[config.mk]
export PLATFORM = sky130hd
export DESIGN_NAME = acc_cpu_param
export DESIGN_NICKNAME = d
export VERILOG_FILES = /design/src/rtl/acc_cpu_pkg.sv /design/src/rtl/acc_cpu_alu.sv /design/src/rtl/acc_cpu_param.sv
export SDC_FILE = /design/constraint.sdc
export NUM_CORES = 1
export LEC_CHECK = 0
export BUFFER_PORTS_ARGS = -buffer_cell sky130_fd_sc_hd__buf_2
export CORE_MARGIN = 10
export CORE_UTILIZATION = 54
export CTS_CLUSTER_SIZE = 25
export DETAILED_ROUTE_END_ITERATION = 16
export GPL_TIMING_DRIVEN = 0
export PLACE_DENSITY = 0.75
export SKIP_CTS_REPAIR_TIMING = 1
export SYNTH_ARGS = -nofsm -noshare
export SYNTH_HDL_FRONTEND = slang
export SYNTH_SLANG_ARGS = --single-unit
[constraint.sdc]
create_clock -name clk -period 3 [get_ports clk]
set_input_delay 0.3 -clock clk [delete_from_list [all_inputs] [get_ports clk]]
set_output_delay 0.3 -clock clk [all_outputs]
set_load 0.02 [all_outputs]
[src/rtl/acc_cpu_pkg.sv]
// Shared encodings for the parametrised accumulator CPU: host commands and opcodes.
package acc_cpu_pkg;

  typedef enum logic [1:0] {
    CMD_REWIND    = 2'd0,
    CMD_LOAD_CODE = 2'd1,
    CMD_LOAD_DATA = 2'd2,
    CMD_RUN       = 2'd3
  } cmd_e;

  localparam logic [2:0] OP_LOAD  = 3'd0;
  localparam logic [2:0] OP_STORE = 3'd1;
  localparam logic [2:0] OP_ADD   = 3'd2;
  localparam logic [2:0] OP_SUB   = 3'd3;
  localparam logic [2:0] OP_BZ    = 3'd4;
  localparam logic [2:0] OP_BC    = 3'd5;
  localparam logic [2:0] OP_OUT   = 3'd6;
  localparam logic [2:0] OP_HALT  = 3'd7;

endpackage

[src/rtl/acc_cpu_alu.sv]
// Combinational add/subtract for the accumulator; o_c is carry on add, borrow on subtract.
module acc_cpu_alu #(
  parameter int DW = 4
) (
  input  logic [DW-1:0] i_a,
  input  logic [DW-1:0] i_b,
  input  logic          i_sub,
  output logic [DW-1:0] o_y,
  output logic          o_c
);

  logic [DW:0] w_sum;

  // Zero-extended subtraction: the top bit is set exactly when i_a < i_b.
  always_comb begin
    w_sum = '0;
    if (i_sub) w_sum = {1'b0, i_a} - {1'b0, i_b};
    else       w_sum = {1'b0, i_a} + {1'b0, i_b};
  end

  assign o_y = w_sum[DW-1:0];
  assign o_c = w_sum[DW];

endmodule

[src/rtl/acc_cpu_param.sv]
// Accumulator CPU core: host loads code/data through cmd, Run executes one instruction per clock.
module acc_cpu_param
  import acc_cpu_pkg::*;
#(
  parameter int DW = 4,
  parameter int AW = 3
) (
  input  logic          clk,
  input  logic          rst_n,
  input  logic [1:0]    cmd,
  input  logic [DW-1:0] cmd_arg,
  input  logic [AW-1:0] start_pc,
  output logic [AW-1:0] pc,
  output logic [DW-1:0] acc,
  output logic          carry,
  output logic          halted,
  output logic          out_valid,
  output logic [DW-1:0] out_data
);

  localparam int DEPTH = 2 ** AW;

  logic [2:0]    r_code [DEPTH];
  logic [DW-1:0] r_data [DEPTH];

  logic [AW-1:0] r_pc;
  logic [DW-1:0] r_acc;
  logic          r_carry;
  logic          r_halted;
  logic          r_out_valid;
  logic [DW-1:0] r_out_data;

  logic [2:0]    w_op;
  logic [DW-1:0] w_arg;
  logic [AW-1:0] w_tgt;
  logic [AW-1:0] w_pc_inc;
  logic [DW-1:0] w_alu_y;
  logic          w_alu_c;

  assign w_op     = r_code[r_pc];
  assign w_arg    = r_data[r_pc];
  assign w_tgt    = w_arg[AW-1:0];
  assign w_pc_inc = r_pc + AW'(1);

  acc_cpu_alu #(.DW(DW)) u_alu (
    .i_a   (r_acc),
    .i_b   (w_arg),
    .i_sub (w_op == OP_SUB),
    .o_y   (w_alu_y),
    .o_c   (w_alu_c)
  );

  // Memories are never reset so a program survives reset and Rewind.
  always_ff @(posedge clk) begin
    if (rst_n) begin
      case (cmd)
        CMD_LOAD_CODE: r_code[r_pc] <= cmd_arg[2:0];
        CMD_LOAD_DATA: r_data[r_pc] <= cmd_arg;
        CMD_RUN: if (!r_halted && w_op == OP_STORE) r_data[w_tgt] <= r_acc;
        default: ;
      endcase
    end
  end

  always_ff @(posedge clk) begin
    if (!rst_n) begin
      r_pc        <= start_pc;
      r_acc       <= '0;
      r_carry     <= 1'b0;
      r_halted    <= 1'b0;
      r_out_valid <= 1'b0;
      r_out_data  <= '0;
    end else begin
      r_out_valid <= 1'b0;
      case (cmd)
        CMD_REWIND: begin
          r_pc       <= start_pc;
          r_acc      <= '0;
          r_carry    <= 1'b0;
          r_halted   <= 1'b0;
          r_out_data <= '0;
        end
        CMD_LOAD_CODE, CMD_LOAD_DATA: begin
          r_pc     <= w_pc_inc;
          r_halted <= 1'b0;
        end
        CMD_RUN: begin
          if (!r_halted) begin
            r_pc <= w_pc_inc;
            case (w_op)
              OP_LOAD: r_acc <= w_arg;
              OP_ADD, OP_SUB: begin
                r_acc   <= w_alu_y;
                r_carry <= w_alu_c;
              end
              OP_BZ: if (r_acc == '0) r_pc <= w_tgt;
              OP_BC: if (r_carry) r_pc <= w_tgt;
              OP_OUT: begin
                r_out_data  <= r_acc;
                r_out_valid <= 1'b1;
              end
              OP_HALT: begin
                r_halted <= 1'b1;
                r_pc     <= r_pc;
              end
              default: ;
            endcase
          end
        end
        default: ;
      endcase
    end
  end

  assign pc        = r_pc;
  assign acc       = r_acc;
  assign carry     = r_carry;
  assign halted    = r_halted;
  assign out_valid = r_out_valid;
  assign out_data  = r_out_data;

endmodule

==> results by group, run 1 <==
Setup path
  – CP Data Required Time: 3220 ps
  – CP arrival: 3240 ps
  – Max FO, Critical Path: 8
  – Element type at the critical path end: register
  – Worst setup path category: register to register
  – Startpoint Class: register

Route
  – # DRC: 0
  – Total Wirelength: between 8000 and 9000 um
  – Drt initial violations: roughly 220
  – Wire per inst: about 20 um
  – Post-DRT Antenna Nets: 0
  – Vias per cell: roughly 6.2
  – Routed via count: 2,549
  – Drt first pass iters: 5

Logic synthesis
  – Most used DFF post-synth: edfxtp_1
  – Cell taking the most area after synthesis: edfxtp_1
  – Async SR Flop Fraction: 0
  – Synth area leaders: edfxtp_1 48%, dfxtp_1 7.5%, mux4_2 6.7%, ha_1 3.7%, mux2i_1 3.2%
  – Mapped Area: between 3000 and 4000 um2
  – Ys Warns: 0
  – Syn Inst Count: ~280
  – Register area share after synthesis: 0.552
  – Synth Register Bits: 73
  – Top-area cell type share of the netlist area: 0.476
  – Avg Inst Size Synth: 13.4 um2
  – Synth cell types: between 40 and 50
  – EDFF count, synth: 59
  – Net count after synthesis: ~300

Floorplanning
  – Top Ports: 25
  – # rows: 30
  – Die X: roughly 100 um
  – Core area: between 6000 and 7000 um2
  – Die area: between 10,000 and 15,000 um2
  – Initial Utilization: 0.550
  – Die H: 103 um

STA
  – Final slew viol count: 0
  – Tightest Pin Transition: ~730 ps
  – RSZ-0062 raised after global routing: yes
  – Crit path time final: 3020 ps
  – FMAX: approximately 330 MHz
  – Setup Skew: about 19 ps
  – # setup viols final: 2
  – Final Cycle Share: 1.01
  – Worst setup margin: -15.7 ps
  – Final hold viol count: 0
  – Slew Limit Headroom: 0.503

Min path
  – Hold wc startpoint: cmd_arg[2]
  – Hold Path Class: input pin to register

Final layout
  – Fraction of layout cells with a size suffix above 1: 0.344
  – # diodes: 0
  – Cell Count, Final, Fillers Out: a little over 400
  – Layout Area Growth over Synthesis: 17.3%
  – Final-stage net count: 352

Power and ir drop
  – Lkg Pwr: 1.62 nW
  – Pwr Total: about 2.8 mW
  – PwrDens: between 600 and 700 nW/um2
  – Peak supply drop: about 0.30 mV

GRT
  – Vias in the first global route: about 2,400
  – Grt total ovfl: 0
  – Total GRT Usage: 0.156
  – Global-route wire length before repair: between 10,000 and 15,000 um
  – Largest net degree at the start of global routing: 14
  – Initial antenna violation count: 0

CTS
  – H-tree levels: 3
  – Worst skew pair latency: 350 ps
  – Clk buf depth: 2
  – TritonCTS clock tree: built
  – Root Driver: clkbuf_8
  – Cts bufs inserted: 9
  – CTS Sinks: 73
  – Clk slew on worst S/H paths: ~90 ps

Place
  – Post-DP HPWL: between 5000 and 6000 um
  – Placed insts: approximately 380
  – GPL Wtd Cong: around 0.86
  – Port bufs: 23

Outcome
  – Status: complete, but fails checks
  – Failing checks: negative setup slack

Run
  – Max-capacitance violation count: 0
[registers in the layout (all words and copies together), names as in the netlist, named ones only]
| name | cells |
|---|---|
| r_data | 32 |
| r_code | 24 |
| acc | 4 |
| out_data | 4 |
| pc | 3 |
| carry | 1 |
| halted | 1 |
| out_valid | 1 |
[path summary, 6_finish.rpt]
kind | cells after the start | slack [ps] | end
min | 1 | 250 | r_code[1][2]$_DFFE_PP_
max reg2reg | 12 | -20 | acc[3]$_SDFFE_PN0P_
max | 12 | -20 | acc[3]$_SDFFE_PN0P_
min reg2reg | 2 | 490 | out_data[2]$_SDFFE_PN0P_
[stage by stage]
stage | setup slack [ps] | hold slack [ps] | util | instance area [um2] | setup TNS [ps]
finish | -15.7 | 252 | 0.646 | 4360 | -17.3
global route | -199 | 247 | 0.646 | 4360 | -429
CTS | -463 | 236 | 0.611 | 4130 | -961
detailed placement | -426 | 475 | 0.582 | 3930 | -818
global placement | -384 | 465 | 0.582 | 3930 | -781
floorplan | 0.791 | 399 | - | 3720 | 0
[cells in the final DEF, fill, tap and decap left out, types with 3 or more instances in the layout]
cell type / n
clkbuf_8: 9
inv_1: 10
a21boi_0: 5
dfxtp_1: 12
nor2_2: 5
nand2_1: 26
mux2_2: 9
o21ai_1: 7
xor2_1: 6
a31oi_1: 5
buf_6: 3
a21oi_2: 3
nor2_1: 13
nor3_2: 3
edfxtp_1: 59
clkbuf_1: 6
buf_4: 17
buf_8: 4
mux2i_1: 10
mux4_2: 11
buf_2: 25
nand3b_1: 7
o21ai_0: 4
ha_1: 11
a21oi_1: 3
nand3_1: 10
nor3_1: 4
a41oi_2: 3
[final cells by class]
cell class / count / area (um2)
Inverter: 11 / 41.3
Tap cell: 80 / 100
Timing Repair Buffer: 40 / 243
Fill cell: 485 / 2390
Clock buffer: 10 / 128
Multi-Input combinational cell: 180 / 1610
Clock inverter: 6 / 67.6
Sequential cell: 73 / 2050
Buffer: 14 / 123
[cell usage after synthesis (3+ instances only)]
library cell / n
a21boi_0: 6
a21oi_1: 5
a31oi_1: 5
a41oi_2: 3
buf_2: 5
clkbuf_1: 5
dfxtp_1: 14
edfxtp_1: 59
ha_1: 11
inv_1: 11
mux2_2: 10
mux2i_1: 12
mux4_2: 11
nand2_1: 26
nand3_1: 10
nand3b_1: 7
nor2_1: 18
nor2b_1: 3
nor3_1: 4
nor3_2: 3
o21ai_0: 6
o21ai_1: 5
xor2_1: 6
[layer usage]
layer / routed length [um] / global-route usage / vias to the layer above
li1: - / - / 1158
met1: 3510 / 0.197 / 1268
met2: 4170 / 0.252 / 110
met3: 588 / 0.0382 / 13
met4: 108 / 0.0652 / 0
met5: 0 / 0 / -
[logic make-up after synthesis]
group                    Yosys count  share of synthesized area
XOR/XNOR                           6                     0.0141
AO/OA/AOI/OAI                     40                     0.0814
buffers and inverters             25                     0.0350
multiplexers                      37                      0.151
adder cells (fa/ha/maj)           12                     0.0424
flip-flops                        73                      0.552
AND/OR/NAND/NOR                   85                      0.124
[worst max-delay path, stage by stage (launching register included)]
cell and delay (ps):
dfxtp_2 340, buf_8 130, mux4_2 540, or3b_4 440, a21oi_4 180, mux2i_2 280
ha_1 260, a21o_1 160, a21oi_2 130, xor2_1 160, mux2i_1 90, nand3_1 90
o21ai_1 60
[where the power goes]
part,leakage (nW),switching (mW),internal [mW]
Combinational,0.874,0.478,0.416
Sequential,0.651,0.0399,1.14
Clock,0.0929,0.374,0.387
(Power assumes the default switching activity.)
==> run 2, diff against run 1 <==
--- a/config.mk
+++ b/config.mk
@@ -5,13 +5,14 @@
 export SDC_FILE = /design/constraint.sdc
 export NUM_CORES = 1
 export LEC_CHECK = 0
+export ABC_AREA = 1
 export BUFFER_PORTS_ARGS = -buffer_cell sky130_fd_sc_hd__buf_2
 export CORE_MARGIN = 10
-export CORE_UTILIZATION = 54
+export CORE_UTILIZATION = 55
 export CTS_CLUSTER_SIZE = 25
 export DETAILED_ROUTE_END_ITERATION = 16
 export GPL_TIMING_DRIVEN = 0
-export PLACE_DENSITY = 0.75
+export PLACE_DENSITY = 0.76
 export SKIP_CTS_REPAIR_TIMING = 1
 export SYNTH_ARGS = -nofsm -noshare
 export SYNTH_HDL_FRONTEND = slang
==> results by group, run 2 <==
Logic synthesis
  – Ys Warns: 0
  – Register area share after synthesis: 0.517
  – Net count after synthesis: 499
  – Most frequent cell after synthesis: nand2_1
  – EDFF count, synth: 59
  – Avg Inst Size Synth: approximately 8.3 um2
  – Synth area leaders: edfxtp_1 45%, nand2_1 12%, inv_1 7.8%, dfxtp_1 7.1%, nand3_1 6.7%
  – Most used DFF post-synth: edfxtp_1
  – Synth cell types: 31
  – Async SR Flop Fraction: 0
  – Post-synth top cells: 132 x nand2_1, 83 x inv_1, 59 x edfxtp_1
  – Syn Inst Count: between 400 and 500
  – Synth Register Bits: 73
  – Cell taking the most area after synthesis: edfxtp_1
  – Top-area cell type share of the netlist area: 0.446
  – Mapped Area: about 4000 um2

Route
  – # DRC: 0
  – Routed via count: 3,121
  – Wire per inst: 13.9 um
  – Post-DRT Antenna Nets: 0
  – Vias per cell: approximately 5
  – Drt initial violations: between 150 and 200
  – Total Wirelength: 8530 um
  – Drt first pass iters: 5

Place
  – Post-DP HPWL: between 6000 and 7000 um
  – GPL Wtd Cong: around 0.9
  – Setup WS pre-CTS: -101 ps
  – Port bufs: 23

CTS
  – CTS Sinks: 73
  – Clk slew on worst S/H paths: around 70 ps
  – Root Driver: clkbuf_8
  – Worst skew pair latency: around 350 ps
  – Cts bufs inserted: 9
  – H-tree levels: 3
  – Clk buf depth: 2
  – TritonCTS clock tree: built

Floorplanning
  – Core area: a little under 7000 um2
  – # rows: 30
  – Initial Utilization: 0.575
  – Die X: 105 um
  – Die H: between 100 and 150 um
  – Top Ports: 25
  – Die area: between 10,000 and 15,000 um2

GRT
  – Vias in the first global route: 3,043
  – Global-route wire length before repair: 14,100 um
  – Met3 Use GR: 0.0319
  – Largest net degree at the start of global routing: 13
  – Met2 GRT Util: 0.273
  – Total GRT Usage: 0.156
  – Initial antenna violation count: 0
  – Met1 GRT Util: 0.182
  – GRT busiest layer: met2
  – Grt total ovfl: 0

Setup path
  – Reg2Reg Capture Point: acc[3]$_SDFFE_PN0P_
  – R2R Setup Slk: approximately 150 ps
  – Element type at the critical path end: register
  – Startpoint Class: register
  – Worst setup path category: register to register
  – CP arrival: slightly above 3000 ps
  – CP Data Required Time: between 3000 and 4000 ps
  – Max FO, Critical Path: 10
  – R2R cell count: 18

STA
  – Final slew viol count: 0
  – Slew Limit Headroom: 0.369
  – Worst setup margin: ~150 ps
  – Final Cycle Share: 0.949
  – Crit path time final: roughly 2800 ps
  – RSZ-0062 raised after global routing: yes
  – FMAX: between 300 and 400 MHz
  – Tightest Pin Transition: between 900 and 1000 ps
  – Final hold viol count: 0
  – Setup Skew: about 8.7 ps
  – # setup viols final: 0

Final layout
  – Fraction of layout cells with a size suffix above 1: 0.157
  – Regs by FF count: r_data: 32 flops, r_code: 24 flops
  – Final-stage net count: 534
  – Most frequent cells in the layout: 130 x nand2_1, 83 x inv_1, 59 x edfxtp_1, 52 x nand3_1, 47 x nor2_1
  – Max reg flops: 32
  – # diodes: 0
  – Most common cell after layout, fill and taps aside: nand2_1
  – Most flops, register: r_data
  – Fill cells: between 500 and 600
  – Layout Area Growth over Synthesis: 12.4%

Power and ir drop
  – Pwr Total: 2.93 mW
  – Lkg Pwr: 2.12 nW
  – Peak supply drop: approximately 0.45 mV
  – PwrDens: approximately 660 nW/um2

Min path
  – Hold wc startpoint: rst_n
  – Hold path endpoint: acc[0]$_SDFFE_PN0P_
  – Worst Hold Depth: 3
  – Hold Path Class: input pin to register

Outcome
  – Status: finished, final reports clean

Run
  – Max-capacitance violation count: 0
-- run 2: stage by stage --
step	cells	TNS [ps]	area (um2)	hold slack (ps)	utilization
after global routing	612	-70.8	4460	273	0.646
final	612	0	4460	267	0.646
after floorplan	476	0	3970	399	-
after global placement	595	0	4210	472	0.609
after CTS	611	-151	4400	262	0.638
after detailed placement	595	-107	4210	479	0.609
-- run 2: how the worst max path moves through the flow --
stage | cells after the start | slack (ps) | end | start
6_report | 18 | 150 | acc[3]$_SDFFE_PN0P_ | register
5_1_grt | 19 | -40 | carry$_SDFFE_PN0P_ | register
4_1_cts | 17 | -120 | acc[3]$_SDFFE_PN0P_ | register
3_5_place_dp | 17 | -100 | acc[3]$_SDFFE_PN0P_ | register
3_3_place_gp | 18 | 2 | acc[3]$_SDFFE_PN0P_ | register
2_1_floorplan | 18 | 350 | acc[3]$_SDFFE_PN0P_ | register
-- run 2: layer usage --
metal  vias up  wire length, um
met1      1427             3600
met4         0              125
met2        95             4330
met3        17              483
li1       1582                -
met5         -                0
-- run 2: cell families after synthesis --
family,share of synthesized area
AO/OA/AOI/OAI,0.0520
XOR/XNOR,0.00883
adder cells (fa/ha/maj),0.0397
buffers and inverters,0.105
flip-flops,0.517
AND/OR/NAND/NOR,0.278
-- run 2: cell type report --
type | instances | area, um2 | area share
Inverter | 86 | 325 | 0.0729
Tap cell | 96 | 120 | 0.0269
Buffer | 10 | 93.8 | 0.0210
Clock inverter | 3 | 40.0 | 0.00898
Sequential cell | 73 | 2050 | 0.461
Timing Repair Buffer | 24 | 123 | 0.0275
Clock buffer | 13 | 159 | 0.0356
Multi-Input combinational cell | 307 | 1550 | 0.346
-- run 2: power by group --
part,total (mW),switching (mW),internal [mW]
Combinational,0.974,0.633,0.342
Clock,0.769,0.342,0.427
Sequential,1.19,0.0424,1.15
-- run 2: critical path: stages, from the launching register on --
cell and delay, ps:
dfxtp_2 370, inv_4 80, buf_6 140, buf_2 180, nand2_1 80, nand3_1 70
nand3_2 100, nand2_2 90, ha_1 200, or2_1 240, xnor2_1 140, ha_1 360
a21oi_2 140, nand2_1 70, xor2_1 150, o21ai_1 120, a21oi_1 50, nor2_1 110
nor2_1 40
==> run 3, diff against run 2 <==
--- a/config.mk
+++ b/config.mk
@@ -13,6 +13,7 @@
 export DETAILED_ROUTE_END_ITERATION = 16
 export GPL_TIMING_DRIVEN = 0
 export PLACE_DENSITY = 0.76
+export REMOVE_ABC_BUFFERS = 1
 export SKIP_CTS_REPAIR_TIMING = 1
 export SYNTH_ARGS = -nofsm -noshare
 export SYNTH_HDL_FRONTEND = slang
==> results by group, run 3 (synthesis results as in run 2) <==
Floorplanning
  – Core area: 6910 um2
  – Die X: around 100 um
  – Die area: between 10,000 and 15,000 um2
  – Initial Utilization: 0.575
  – Top Ports: 25
  – # rows: 30
  – Die H: 105 um

Final layout
  – Fraction of layout cells with a size suffix above 1: 0.176
  – Cell Count, Final, Fillers Out: between 600 and 700
  – Most flops, register: r_data
  – Most frequent cells in the layout: 128 x nand2_1, 83 x inv_1, 59 x edfxtp_1, 51 x nand3_1, 47 x nor2_1
  – Fill cells: around 570
  – Regs by FF count: r_data: 32 flops, r_code: 24 flops
  – Final-stage net count: approximately 540
  – Max reg flops: 32
  – Most common cell after layout, fill and taps aside: nand2_1
  – # diodes: 0
  – Layout Area Growth over Synthesis: 15.9%

Power and ir drop
  – Sw Ratio: 0.351
  – PwrDens: about 670 nW/um2
  – Internal power: between 2 and 2.5 mW
  – Clock share of power: 0.265
  – Peak supply drop: roughly 0.37 mV
  – Switching power total: approximately 1.1 mW
  – Sequential share of power: 0.394
  – Combinational power share: 0.342
  – Lkg Pwr: approximately 2.2 nW

CTS
  – Root Driver: clkbuf_8
  – CTS Sinks: 73
  – Clk buf depth: 2
  – Clk slew on worst S/H paths: 70 ps
  – Worst skew pair latency: between 300 and 400 ps
  – TritonCTS clock tree: built
  – H-tree levels: 3
  – Cts bufs inserted: 9

Setup path
  – Worst setup path category: register to register
  – Element type at the critical path end: register
  – CP arrival: about 3100 ps
  – CP Data Required Time: 3280 ps
  – Max FO, Critical Path: 7
  – Startpoint Class: register

Route
  – # DRC: 0
  – Top Layer Used: met4
  – Drt initial violations: 213
  – Detail Route met2 WL: 4610 um
  – Drt first pass iters: 5
  – Met1 WL: between 3000 and 4000 um
  – Met3 wire len: 596 um
  – Post-DRT Antenna Nets: 0
  – Routed via count: around 3,300
  – Wire per inst: between 10 and 15 um
  – Total Wirelength: 9290 um
  – Vias per cell: ~5.3

STA
  – Final Cycle Share: 0.953
  – Crit path time final: about 2900 ps
  – Setup Total Neg Slack: 0 ps
  – Final slew viol count: 0
  – FMAX: 350 MHz
  – Tightest Pin Transition: about 1100 ps
  – Setup Skew: roughly 4.3 ps
  – # setup viols final: 0
  – Slew Limit Headroom: 0.290
  – Final hold viol count: 0
  – Worst setup margin: between 100 and 150 ps

GRT
  – Grt total ovfl: 0
  – Vias in the first global route: 3,118
  – Largest net degree at the start of global routing: 30
  – Total GRT Usage: 0.158
  – Initial antenna violation count: 0
  – Global-route wire length before repair: 14,200 um

Place
  – Port bufs: 24
  – Post-DP HPWL: approximately 6100 um
  – GPL Wtd Cong: 0.854
  – Setup WS pre-CTS: -1020 ps
  – Placed insts: slightly below 600

Outcome
  – Status: finished, final reports clean

Min path
  – Hold Path Class: input pin to register

Run
  – Max-capacitance violation count: 0
run 3: through the flow:
step | hold slack [ps] | power [mW] | util | area [um2]
5_1_grt | 266 | 3.27 | 0.666 | 4600
3_5_place_dp | 488 | 2.08 | 0.596 | 4120
6_report | 252 | 3.09 | 0.666 | 4600
4_1_cts | 244 | 2.89 | 0.626 | 4330
2_1_floorplan | 399 | 1.85 | - | 3880
3_3_place_gp | 471 | 2.05 | 0.596 | 4120
run 3: cell type report:
type / instances / area [um2] / share of cell area
multi-input combinational: 307 / 1570 / 0.341
clock buffer: 9 / 124 / 0.0269
clock inverter: 6 / 83.8 / 0.0182
timing repair buffer: 41 / 275 / 0.0598
timing repair inverter: 2 / 27.5 / 0.00598
sequential: 73 / 2060 / 0.448
inverter: 86 / 340 / 0.0739
tap: 96 / 120 / 0.0261
run 3: critical path, stage by stage, from the launching register on:
cell and delay, ps:
dfxtp_4 390, buf_12 160, inv_8 80, nand2_1 50
nand3_1 90, nand2_2 100, o21ai_4 190, nor2_4 60
nand2_2 90, inv_1 60, or2_1 220, xnor2_1 140
ha_1 350, buf_4 150, nand2_1 50, inv_1 50
o21ai_1 100, and2_1 150, inv_1 40, nand2_1 70
nand3_1 80, a21oi_1 140
run 3: per-layer routing:
| layer | up-vias | GRT usage |
|---|---|---|
| met4 | 0 | 0.0706 |
| met1 | 1507 | 0.177 |
| met2 | 127 | 0.280 |
| li1 | 1598 | - |
| met3 | 30 | 0.0350 |
| met5 | - | 0 |
run 3: worst paths after layout:
path / from / to / slack, ps / cells after the start
setup reg to reg: register / carry$_SDFFE_PN0P_ / 140 / 21
setup / recovery: register / carry$_SDFFE_PN0P_ / 140 / 21
hold / removal: rst_n / acc[0]$_SDFFE_PN0P_ / 250 / 3
hold reg to reg: out_data[0]$_SDFFE_PN0P_ / out_data[0]$_SDFFE_PN0P_ / 500 / 2
run 3: power groups by stage:
stage	clock [mW]	sequential, mW	combinational [mW]
final	0.818	1.22	1.05
after global routing	0.868	1.22	1.17
after CTS	0.820	1.22	0.851
after detailed placement	0	1.24	0.836
after global placement	0	1.24	0.812
after floorplan	0	1.25	0.605
